File: config.mk
export PLATFORM = sky130hd
export DESIGN_NAME = ahb_master_arbiter
export DESIGN_NICKNAME = d
export VERILOG_FILES = /design/src/rtl/ahb_arb_pkg.sv /design/src/rtl/ahb_master_arbiter_rr.sv /design/src/rtl/ahb_master_arbiter.sv
export SDC_FILE = /design/constraint.sdc
export NUM_CORES = 1
export LEC_CHECK = 0
export ABC_AREA = 0
export CAP_MARGIN = 20
export CORE_AREA = 2 2 138 140
export CTS_CLUSTER_SIZE = 28
export DETAILED_ROUTE_END_ITERATION = 8
export DIE_AREA = 0 0 140 142
export PLACE_DENSITY = 0.85
export RECOVER_POWER = 100
export SLEW_MARGIN = 20
export SYNTH_ARGS = -nofsm -noshare
export SYNTH_HDL_FRONTEND = slang
export SYNTH_SLANG_ARGS = --single-unit
File: constraint.sdc
create_clock -name FIC_0_CLK -period 4.7 [get_ports FIC_0_CLK]
set_input_delay 0.94 -clock FIC_0_CLK [delete_from_list [all_inputs] [get_ports FIC_0_CLK]]
set_output_delay 0.94 -clock FIC_0_CLK [all_outputs]
set_load 0.005 [all_outputs]
File: src/rtl/ahb_arb_pkg.sv
// Shared constants and types for the two-requester AHB-Lite master arbiter.
// TIMEOUT_LIMIT is only consumed when AHB_ARB_TIMEOUT_EN is defined.
package ahb_arb_pkg;

  localparam logic [1:0] HTRANS_IDLE   = 2'b00;
  localparam logic [1:0] HTRANS_NONSEQ = 2'b10;
  localparam logic [2:0] HSIZE_WORD    = 3'b010;
  localparam logic [2:0] HBURST_SINGLE = 3'b000;
  localparam logic [3:0] HPROT_DATA    = 4'b0011;
  localparam logic [7:0] TIMEOUT_LIMIT = 8'd255;

  typedef enum logic [1:0] {
    ST_IDLE = 2'b00,
    ST_ADDR = 2'b01,
    ST_DATA = 2'b10
  } arb_state_e;

  // Byte, halfword and word are the only sizes a 32-bit bus can carry.
  function automatic logic size_legal(input logic [2:0] size);
    return (size <= HSIZE_WORD);
  endfunction

endpackage

File: src/rtl/ahb_master_arbiter_rr.sv
// Two-way round-robin grant with the last-grant memory; requester 1 is
// treated as the last winner after reset so requester 0 goes first.
module rr_arbiter2
  import ahb_arb_pkg::*;
(
  input  logic       clk,
  input  logic       rst,
  input  logic [1:0] req,
  input  logic       update,
  output logic       gnt_idx,
  output logic       gnt_any
);

  logic last_r;

  // Pick the sole requester, or the one not served last on a tie.
  always_comb begin
    gnt_any = |req;
    case (req)
      2'b01:   gnt_idx = 1'b0;
      2'b10:   gnt_idx = 1'b1;
      2'b11:   gnt_idx = ~last_r;
      default: gnt_idx = 1'b0;
    endcase
  end

  // Remember the winner whenever the grant is actually taken.
  always_ff @(posedge clk or posedge rst) begin
    if (rst) begin
      last_r <= 1'b1;
    end else if (update) begin
      last_r <= gnt_idx;
    end
  end

endmodule

File: src/rtl/ahb_master_arbiter.sv
// Shares one AHB-Lite master port between two single-beat requesters.
// Optional transfer watchdog: define AHB_ARB_TIMEOUT_EN.
module ahb_master_arbiter
  import ahb_arb_pkg::*;
(
  input  logic        FIC_0_CLK,
  input  logic        FAB_RESET,
  input  logic        REQ0_VALID,
  input  logic [31:0] REQ0_ADDR,
  input  logic        REQ0_WRITE,
  input  logic [2:0]  REQ0_SIZE,
  input  logic [31:0] REQ0_WDATA,
  output logic        REQ0_ACCEPT,
  output logic        REQ0_DONE,
  output logic [31:0] REQ0_RDATA,
  output logic        REQ0_ERR,
  input  logic        REQ1_VALID,
  input  logic [31:0] REQ1_ADDR,
  input  logic        REQ1_WRITE,
  input  logic [2:0]  REQ1_SIZE,
  input  logic [31:0] REQ1_WDATA,
  output logic        REQ1_ACCEPT,
  output logic        REQ1_DONE,
  output logic [31:0] REQ1_RDATA,
  output logic        REQ1_ERR,
  output logic [31:0] HADDR_M0,
  output logic [1:0]  HTRANS_M0,
  output logic        HWRITE_M0,
  output logic [2:0]  HSIZE_M0,
  output logic [2:0]  HBURST_M0,
  output logic [3:0]  HPROT_M0,
  output logic        HMASTLOCK_M0,
  output logic [31:0] HWDATA_M0,
  input  logic [31:0] HRDATA_M0,
  input  logic        HREADY_M0,
  input  logic [1:0]  HRESP_M0
);

  arb_state_e  state_r, state_s;
  logic        gnt_idx_s, gnt_any_s;
  logic        take_s, complete_s, timeout_s, tmo_hit_s;
  logic        sel_legal_s, sel_write_s;
  logic [2:0]  sel_size_s;
  logic [31:0] sel_addr_s, sel_wdata_s;
  logic        cur_r, bad_pend_r, write_r;
  logic [31:0] addr_r, wdata_r, rdata0_r, rdata1_r;
  logic [2:0]  size_r;
  logic [1:0]  htrans_r, accept_r, done_r, err_r;
  logic        unused_s;

  assign unused_s = HRESP_M0[1];

  rr_arbiter2 u_rr (
    .clk     (FIC_0_CLK),
    .rst     (FAB_RESET),
    .req     ({REQ1_VALID, REQ0_VALID}),
    .update  (take_s),
    .gnt_idx (gnt_idx_s),
    .gnt_any (gnt_any_s)
  );

  assign sel_addr_s  = gnt_idx_s ? REQ1_ADDR  : REQ0_ADDR;
  assign sel_write_s = gnt_idx_s ? REQ1_WRITE : REQ0_WRITE;
  assign sel_size_s  = gnt_idx_s ? REQ1_SIZE  : REQ0_SIZE;
  assign sel_wdata_s = gnt_idx_s ? REQ1_WDATA : REQ0_WDATA;
  assign sel_legal_s = size_legal(sel_size_s);

`ifdef AHB_ARB_TIMEOUT_EN
  logic [7:0] wait_cnt_r;

  assign tmo_hit_s = (state_r != ST_IDLE) && !HREADY_M0 &&
                     (wait_cnt_r == (TIMEOUT_LIMIT - 8'd1));

  // Count stalled bus cycles of the transfer in flight.
  always_ff @(posedge FIC_0_CLK or posedge FAB_RESET) begin
    if (FAB_RESET) begin
      wait_cnt_r <= 8'd0;
    end else if ((state_r == ST_IDLE) || timeout_s || complete_s) begin
      wait_cnt_r <= 8'd0;
    end else if (!HREADY_M0) begin
      wait_cnt_r <= wait_cnt_r + 8'd1;
    end
  end
`else
  assign tmo_hit_s = 1'b0;
`endif

  // Next-state: a new grant is taken from IDLE or straight out of a finishing DATA phase.
  always_comb begin
    state_s    = state_r;
    take_s     = 1'b0;
    complete_s = 1'b0;
    timeout_s  = 1'b0;
    case (state_r)
      ST_IDLE: begin
        // An illegal-size request is still reporting; hold off until its DONE.
        if (gnt_any_s && !bad_pend_r) begin
          take_s  = 1'b1;
          state_s = sel_legal_s ? ST_ADDR : ST_IDLE;
        end else begin
          state_s = ST_IDLE;
        end
      end
      ST_ADDR: begin
        if (HREADY_M0) begin
          state_s = ST_DATA;
        end else if (tmo_hit_s) begin
          timeout_s = 1'b1;
          state_s   = ST_IDLE;
        end else begin
          state_s = ST_ADDR;
        end
      end
      ST_DATA: begin
        if (HREADY_M0) begin
          complete_s = 1'b1;
          if (gnt_any_s) begin
            take_s  = 1'b1;
            state_s = sel_legal_s ? ST_ADDR : ST_IDLE;
          end else begin
            state_s = ST_IDLE;
          end
        end else if (tmo_hit_s) begin
          timeout_s = 1'b1;
          state_s   = ST_IDLE;
        end else begin
          state_s = ST_DATA;
        end
      end
      default: state_s = ST_IDLE;
    endcase
  end

  // State, captured request, bus drive and per-requester completion registers.
  always_ff @(posedge FIC_0_CLK or posedge FAB_RESET) begin
    if (FAB_RESET) begin
      state_r    <= ST_IDLE;
      cur_r      <= 1'b0;
      bad_pend_r <= 1'b0;
      addr_r     <= 32'd0;
      write_r    <= 1'b0;
      size_r     <= 3'd0;
      wdata_r    <= 32'd0;
      htrans_r   <= HTRANS_IDLE;
      accept_r   <= 2'b00;
      done_r     <= 2'b00;
      err_r      <= 2'b00;
      rdata0_r   <= 32'd0;
      rdata1_r   <= 32'd0;
    end else begin
      state_r    <= state_s;
      htrans_r   <= (state_s == ST_ADDR) ? HTRANS_NONSEQ : HTRANS_IDLE;
      bad_pend_r <= take_s && !sel_legal_s;
      accept_r   <= 2'b00;
      done_r     <= 2'b00;
      err_r      <= 2'b00;
      if (take_s) begin
        cur_r              <= gnt_idx_s;
        accept_r[gnt_idx_s] <= 1'b1;
        if (sel_legal_s) begin
          addr_r  <= sel_addr_s;
          write_r <= sel_write_s;
          size_r  <= sel_size_s;
          wdata_r <= sel_wdata_s;
        end
      end
      if (bad_pend_r || timeout_s) begin
        done_r[cur_r] <= 1'b1;
        err_r[cur_r]  <= 1'b1;
      end
      if (complete_s) begin
        done_r[cur_r] <= 1'b1;
        err_r[cur_r]  <= HRESP_M0[0];
        if (!write_r) begin
          if (cur_r) begin
            rdata1_r <= HRDATA_M0;
          end else begin
            rdata0_r <= HRDATA_M0;
          end
        end
      end
    end
  end

  assign HADDR_M0     = addr_r;
  assign HTRANS_M0    = htrans_r;
  assign HWRITE_M0    = write_r;
  assign HSIZE_M0     = size_r;
  assign HBURST_M0    = HBURST_SINGLE;
  assign HPROT_M0     = HPROT_DATA;
  assign HMASTLOCK_M0 = 1'b0;
  assign HWDATA_M0    = wdata_r;
  assign REQ0_ACCEPT  = accept_r[0];
  assign REQ1_ACCEPT  = accept_r[1];
  assign REQ0_DONE    = done_r[0];
  assign REQ1_DONE    = done_r[1];
  assign REQ0_ERR     = err_r[0];
  assign REQ1_ERR     = err_r[1];
  assign REQ0_RDATA   = rdata0_r;
  assign REQ1_RDATA   = rdata1_r;

endmodule

# After elaboration in Yosys (flattened, before gate mapping)

Index checks and enable logic that the tools add are counted.

$mul: 0
Reductions and logical operators: 11
Bitwise gates (word level): 4
Mux-type cells: 27
Magnitude comparators: 5
Equal/unequal tests: 5
$add $sub $neg: 0
Shift-type cells: 0
Divide/modulo/power cells: 0

Operators with widths:

| kind                                                            | number |
|---|---|
| 2-to-1 mux 32 bit                                               | 2 |
| 2-to-1 mux 2 bit                                                | 7 |
| 2-to-1 mux 1 bit                                                | 11 |
| equality test 2 bit (second input constant)                     | 3 |
| case mux 2 bit (3 select lines)                                 | 1 |
| AND reduction 3 bit                                             | 2 |
| equality test 2 x 1 -> 1 bit (second input constant)            | 2 |
| logical AND 1 bit                                               | 4 |
| less-than comparator 1 x 2 -> 1 bit (second input constant)     | 2 |
| case mux 1 bit (2 select lines)                                 | 2 |
| less-or-equal comparator 3 x 2 -> 1 bit (second input constant) | 1 |
| 2-to-1 mux 3 bit                                                | 1 |
| NOT 1 bit                                                       | 3 |
| bitwise mux 2 bit                                               | 1 |
| demux 1 bit (select 1 bit)                                      | 2 |
| greater-or-equal comparator 1 bit (second input constant)       | 2 |
| logical NOT 1 bit                                               | 2 |
| logical NOT 2 bit                                               | 1 |
| bitwise OR 2 bit                                                | 1 |
| AND reduction 2 bit                                             | 1 |
| OR reduction 2 bit                                              | 1 |

Latch bits: 0
ROM bits: 0
Output and inout port bits: 148
Register bits: 145
Memories kept: 0
Logic and storage cells: 66
Input bits: 175
Bits in writable memories: 0

# Depth between registers and ports, before layout

Gate-level depths: netlist of run 1.

Depth in word-level cells: 10
Gate-level depth with buffers: 7
Gate-level depth less buffers: 4

# Modules after synthesis

Synthesis of run 1 repeated with hierarchy kept, for this count alone.

Cells, all modules: 493
Area total of the unflattened synthesis: 6153.4 um^2

By module, submodules not included:

| module             | instances | sequential area each (um^2) | cells an instance | area each (um^2) |
|---|---|---|---|---|
| ahb_master_arbiter | 1         | 3578.4                      | 488               | 6090.8 |
| rr_arbiter2        | 1         | 26.3                        | 5                 | 62.6 |

# Least setup slack after synthesis of run 1

Ideal clock, no wire load.

Path type: input to register
Start point: in REQ1_VALID
End point: reg wdata_r[0], in the netlist HWDATA_M0[0]
Arrival: 2.426 ns
Path buffers: 3
Setup time: 0.125 ns
Cell stages on the path: 6
Required time: 4.575 ns
Setup slack: 2.149 ns
Cells stage by stage: a21boi_0 -> buf_2 -> buf_2 -> buf_1 -> mux2_2 -> mux2_4

Longest elaborated chain between the ends: 5
Elaborated cells between the ends (all ways): 13
Those cells by class: order compare (1); eq/ne (2); mux (7); reduce/logical (3)

Ends and longest elaborated chain:

| element                                                                                    | line                                                     | RTL |
|---|---|---|
| start, declared                                                                            | ahb_master_arbiter.sv:17                                 | `input logic REQ1_VALID,` |
| equality test 2 bit or OR reduction 2 bit (tied branches)                                  | ahb_master_arbiter_rr.sv:19, ahb_master_arbiter_rr.sv:18 |  |
| case mux 1 bit (2 select lines) (tied with other cells)                                    | ahb_master_arbiter_rr.sv:19                              | `case (req)` |
| 2-to-1 mux 3 bit (tied with other cells)                                                   | ahb_master_arbiter.sv:64                                 | `assign sel_size_s = gnt_idx_s ? REQ1_SIZE : REQ0_SIZE;` |
| less-or-equal comparator 3 x 2 -> 1 bit or case mux 1 bit (2 select lines) (tied branches) | ahb_arb_pkg.sv:20, ahb_master_arbiter.sv:94              |  |
| AND reduction 2 bit (no line)                                                              | -                                                        |  |
| end signal, assigned                                                                       | ahb_master_arbiter.sv:164                                | `wdata_r <= sel_wdata_s;` |
| end, declared                                                                              | ahb_master_arbiter.sv:46                                 | `logic [31:0] addr_r, wdata_r, rdata0_r, rdata1_r;` |

Several ways; a longest one is shown, not always the timed one.
A chain may end at the register's enable or synchronous reset.

# Worst setup path in the final report of run 1

Start point: in HREADY_M0
End point: reg rdata0_r[7], in the netlist REQ0_RDATA[7]

Longest elaborated chain between the ends: 3

Ends and longest elaborated chain:

| element                       | line                      | RTL |
|---|---|---|
| start, declared               | ahb_master_arbiter.sv:35  | `input logic HREADY_M0,` |
| 2-to-1 mux 1 bit              | ahb_master_arbiter.sv:115 | `if (HREADY_M0) begin` |
| 2-to-1 mux 1 bit              | ahb_master_arbiter.sv:94  | `case (state_r)` |
| AND reduction 3 bit (no line) | -                         |  |
| end signal, assigned          | ahb_master_arbiter.sv:148 | `rdata0_r <= 32'd0;` |
| end signal, assigned          | ahb_master_arbiter.sv:178 | `rdata0_r <= HRDATA_M0;` |
| end, declared                 | ahb_master_arbiter.sv:46  |  |

Every way passes these cells.

==> impl_results.md, run 1 <==
- Die height: 142 µm
- I/O Pins: 323
- Post-DRT Antenna Nets: 0
- Hold Crit Class: reg2reg
- Setup TNS: 0 ns
- Yosys warns: 0
- Synth Cell Area: 0.00632 mm²
- TritonRoute pass-1 iters: 9
- Arr. time, crit path: 3.74 ns
- Die area: 0.0199 mm²
- Worst-path clk slew: 0.06 ns
- Max Clock Freq: 290 MHz
- Routability cong.: 0.710
- Crit Path Category: in2reg
- Flops & latches, synth: 144
- Syn avg cell area: 15.4 µm²
- Failing checks: design-rule violations, max-capacitance violations, max-slew violations
- Total grt overflow: 0
- Vias post-DR: 4,519
- Hold-fix buffers, CTS: 0
- Number of instances in the placed design: 938
- CP required: 4.99 ns
- CTS tree: built
- Synth top area cells: dfrtp_1 (57%), mux2_2 (32%), mux2_4 (4.0%)
- Layout Cells excl Fill: 970
- DRC: 21
- Setup repair bufs after CTS: 0
- IO buf count: 312
- Max Slew Vio Count: 33
- Vias per cell: 4.66
- Fin crit share: 0.733
- Critical Path Source: HREADY_M0
- Largest net degree at the start of global routing: 70
- Most frequent cells in the layout: mux2_2 (179), clkdlybuf4s50_1 (171), dfrtp_1 (143)
- Final critical-path required period: 3.45 ns
- Max Root-Sink Buffers: 2
- H-tree depth: 4
- WL per Instance: 16.7 µm
- Vias in the first global route: 4,865
- Clock Sinks: 144
- Leakage: 0.00446 µW
- Core box area: 0.0185 mm²
- Initial DRC Count: 106
- RSZ-0062 raised after global routing: no
- GRT Overall Usage: 0.168
- Synthesized instance count: 409
- Total CTS buffers: 17
- Die W: 140 µm
- Root Driver: clkbuf_16
- Synth top area share: 0.567
- Status: finished with violations
- Post-CTS Resized: 0
- Max-Cap Viols: 2
- Final hold vios: 0
- Fin Clk Skew: 0.0108 ns
- Relative slew slack: -0.255
- Routed Wire Length: 16.2 mm
- Final Setup Violations: 0
- Register area share after synthesis: 0.571
- Cell variety after synth: 27
- Syn-to-layout area delta: 62.2%
- Total power per unit cell area: 568 mW/mm²
- # diodes: 0
- Initial antenna violation count: 0
- Initial core utilization: 0.342
- Setup crit end kind: flip-flop
- CP startpoint kind: primary input
- HP Start: HWDATA_M0[0]$_DFFE_PP0P_
- First-pass GRT wire length: 25.9 mm
- Synth area leader: dfrtp_1
- Crit Path Max Fanout: 32
- Clock Latency Late Sink: 0.42 ns
- Cell Rows: 50
- Nets: 898
- Least-Margin Pin Slew: 1.88 ns
- Reg-to-Reg Start: state_r[0]$_DFF_PP0_
- Layout cells sized above 1: 0.298
- Most common cell after layout, fill and taps aside: mux2_2
- DP Area: 0.00968 mm²
- VDD IR max: 245 µV
- Design area: 0.0102 mm²
- DP Wirelength: 12.2 mm
layer usage:
metal  global-route usage  part of all wire  up-vias
li1                     -                 -     2065
met1                0.186              0.38     2217
met2                0.287              0.50      206
met3               0.0673             0.094       31
met4               0.0712             0.029        0
met5                    0                 0        -
Yosys cell counts:
master and instances:
buf_1 4, nor2b_1 4, nand3_1 2, a211oi_4 1
nand2b_1 2, inv_1 3, and2_1 3, clkbuf_1 5
nor2_1 4, conb_1 2, a22oi_1 2, a21boi_0 3
mux2_4 17, mux2i_1 4, dfrtp_1 143, nand3b_1 1
or2_1 1, buf_4 9, nand2_1 3, nor3_1 1
dfstp_2 1, o22ai_1 1, o211ai_4 1, o21ai_0 1
mux2_2 179, buf_6 3, buf_2 9
per-stage QoR:
stage	setup slack (ns)	total power, µW	utilization	hold WS, ns
after floorplan	1.96	3160	-	0.478
after detailed placement	1.37	4690	0.525	0.485
after global placement	1.38	4610	0.525	0.470
after global routing	0.934	6180	0.555	0.506
after CTS	1.80	6250	0.561	0.505
final	1.25	5820	0.555	0.487
critical path, stage by stage:
cell and delay, ns:
dlygate4sd3_1 0.61, nand3b_1 0.21, nor3_2 0.14, clkbuf_1 1.37
mux2_2 0.45
flip-flops by register name (all words and copies together), names as in the netlist:
signal,count
cur_r,1
REQ0_RDATA,32
HADDR_M0,32
HSIZE_M0,3
HWDATA_M0,32
HTRANS_M0,1
REQ1_RDATA,32
u_rr.last_r,1
accept_r,2
done_r,2
err_r,2
state_r,2
bad_pend_r,1
HWRITE_M0,1
final timing paths:
kind	depth (start not counted)	end	slack, ns
max in group asynchronous	3	HWDATA_M0[26]$_DFFE_PP0P_	1.43
max	5	REQ0_RDATA[7]$_DFFE_PP0P_	1.25
max reg2reg	4	REQ0_RDATA[7]$_DFFE_PP0P_	1.88
min in group asynchronous	2	REQ1_RDATA[27]$_DFFE_PP0P_	1.32
min reg2reg	1	HWDATA_M0[0]$_DFFE_PP0P_	0.49
min	1	HWDATA_M0[0]$_DFFE_PP0P_	0.49
cell families (layout without fill, tap and decap cells):
family,count (synthesis),after routing,share of synthesized area
mux,200,200,0.366
compound gates,9,9,0.0143
buf+inv,33,353,0.0303
other cells,2,9,0.00119
simple gates,21,21,0.0176
flops,144,144,0.571
power breakdown:
| part | switching, µW | internal, µW |
|---|---|---|
| combinational | 739 | 1450 |
| clock | 559 | 972 |
| sequential | 276 | 1830 |
| total | 1570 | 4240 |
cell type report:
class,instances,area [µm²]
Clock inverter,13,225
Clock buffer,19,443
Timing Repair Buffer,318,3180
Fill cell,1584,8210
Sequential cell,144,3600
Inverter,3,12.5
Tap cell,234,293
Multi-Input combinational cell,239,2490
Power figures use the tool's default switching activity.
==> inputs of run 2 (changes only) <==
==> constraint.sdc (replaced) <==
create_clock -name FIC_0_CLK -period 3.01 [get_ports FIC_0_CLK]
set_input_delay 0.602 -clock FIC_0_CLK [delete_from_list [all_inputs] [get_ports FIC_0_CLK]]
set_output_delay 0.602 -clock FIC_0_CLK [all_outputs]
set_load 0.005 [all_outputs]
==> impl_results.md, run 2 (synthesis results as in run 1) <==
- Nets: 903
- Max-Cap Viols: 1
- RSZ-0062 raised after global routing: no
- Vias post-DR: 4,522
- Final hold vios: 0
- # diodes: 0
- Initial DRC Count: 146
- HP Start: HWDATA_M0[5]$_DFFE_PP0P_
- Die area: 0.0199 mm²
- Final Setup Violations: 0
- Clock power share: 0.244
- Initial core utilization: 0.342
- I/O Pins: 323
- Most common cell after layout, fill and taps aside: mux2_2
- Die W: 140 µm
- Crit Path Category: in2reg
- Setup repair bufs after CTS: 0
- GRT Overall Usage: 0.167
- Routed Wire Length: 16.1 mm
- Setup slack, reg-to-reg: 0.91 ns
- Clock Sinks: 144
- Total CTS buffers: 17
- IO buf count: 312
- Crit path cell chain: dlygate4sd3_1, a21boi_4, mux2i_1, o211ai_1, buf_12, mux2_2
- Max Root-Sink Buffers: 2
- Largest net degree at the start of global routing: 83
- DRC: 21
- Hold depth: 1
- CP required: 3.30 ns
- Total grt overflow: 0
- Core box area: 0.0185 mm²
- Cell count of the worst reg-to-reg path: 5
- CP top delay family: buffers and inverters
- Fin Clk Skew: 0.00922 ns
- DP Wirelength: 12.2 mm
- Top layer used by detailed routing: met4
- Failing checks: design-rule violations, max-capacitance violations, max-slew violations
- Fin crit share: 0.836
- Clock Latency Late Sink: 0.41 ns
- Arr. time, crit path: 2.81 ns
- Gate power share: 0.386
- First-pass GRT wire length: 25.7 mm
- Worst-path clk slew: 0.06 ns
- Crit path largest cell delay: 0.56 ns
- Crit Path Max Fanout: 32
- Vias in the first global route: 4,812
- Die height: 142 µm
- Post-DRT Antenna Nets: 0
- Net Sw Power: 2440 µW
- VDD IR max: 448 µV
- CTS tree: built
- Internal power: 6450 µW
- Worst Hold End: HWDATA_M0[5]$_DFFE_PP0P_
- Initial antenna violation count: 0
- Vias per cell: 4.64
- TritonRoute pass-1 iters: 8
- Slowest cell on crit path: dlygate4sd3_1
- Hold Crit Class: reg2reg
- Reg-to-Reg Start: u_rr.last_r$_DFFE_PP1P_
- Post-CTS Resized: 0
- Relative slew slack: -0.0520
- Met3 WL: 1.41 mm
- Bufs and invs on worst path: 2
- Root Driver: clkbuf_16
- Least-Margin Pin Slew: 1.58 ns
- Status: finished with violations
- Max Slew Vio Count: 63
- Most frequent cells in the layout: mux2_2 (179), clkdlybuf4s50_1 (170), dfrtp_1 (143)
- Switch share: 0.275
- Setup TNS: 0 ns
- CP startpoint kind: primary input
- Final critical-path required period: 2.52 ns
- Number of instances in the placed design: 943
- Syn-to-layout area delta: 61.9%
- Routed wl met2: 8.26 mm
- Routability cong.: 0.734
- Setup crit end kind: flip-flop
- Wl on met1: 6.08 mm
- Total power per unit cell area: 869 mW/mm²
- WL per Instance: 16.5 µm
- Reg2reg end: HWDATA_M0[25]$_DFFE_PP0P_
- Max Clock Freq: 397 MHz
- Layout cells sized above 1: 0.300
- Cell Rows: 50
- Hold-fix buffers, CTS: 0
- Layout Cells excl Fill: 975
- Leakage: 0.00447 µW
- Sequential power share: 0.370
- H-tree depth: 4
-- run 2: cell types whose count changed in the layout (fill, tap and decap cells not counted), sizes merged --
cell,delta
bufinv,-2
dlygate4sd3,+1
buf,+2
clkinv,+6
inv,-2
clkdlybuf4s50,-1
clkbuf,+1
-- run 2: routing by layer --
metal	track usage	vias up
met2	0.291	199
li1	-	2084
met5	0	-
met3	0.0639	24
met4	0.0617	0
met1	0.186	2215
-- run 2: worst max-delay path by stage --
stage	startpoint	end	slack [ns]	cells past startpoint
6_report	REQ1_VALID	HWDATA_M0[25]$_DFFE_PP0P_	0.49	6
5_1_grt	REQ1_VALID	HWDATA_M0[25]$_DFFE_PP0P_	0.37	6
4_1_cts	REQ1_VALID	HWDATA_M0[4]$_DFFE_PP0P_	0.62	6
3_5_place_dp	REQ1_VALID	HWDATA_M0[15]$_DFFE_PP0P_	0.19	6
3_3_place_gp	REQ1_VALID	HWDATA_M0[13]$_DFFE_PP0P_	0.24	6
2_1_floorplan	FAB_RESET	HADDR_M0[0]$_DFFE_PP0P_	0.60	1
-- run 2: area by class of cell --
class                   count  area, µm²
clock buffers              17        425
clock inverters            15        185
fillers                  1577       8230
inverters                   3       12.5
multi-input cells         239       2470
flip-flops and latches    144       3600
well taps                 234        293
repair buffers            323       3240
-- run 2: per-stage QoR --
stage / setup slack (ns) / area (µm²) / utilization / power (µW) / hold slack (ns)
floorplan: 0.604 / 6350 / - / 4930 / 0.478
global placement: 0.242 / 9740 / 0.528 / 7250 / 0.470
detailed placement: 0.185 / 9740 / 0.528 / 7370 / 0.483
CTS: 0.617 / 10400 / 0.561 / 9600 / 0.505
global route: 0.371 / 10200 / 0.554 / 9460 / 0.504
finish: 0.494 / 10200 / 0.554 / 8890 / 0.488
-- run 2: power by group through the flow --
stage                     combinational [µW]  clock, µW  sequential (µW)
after detailed placement                4000          0             3370
after global routing                    3710       2340             3410
after floorplan                         1530          0             3400
final                                   3430       2170             3280
after CTS                               4010       2240             3350
after global placement                  3920          0             3330
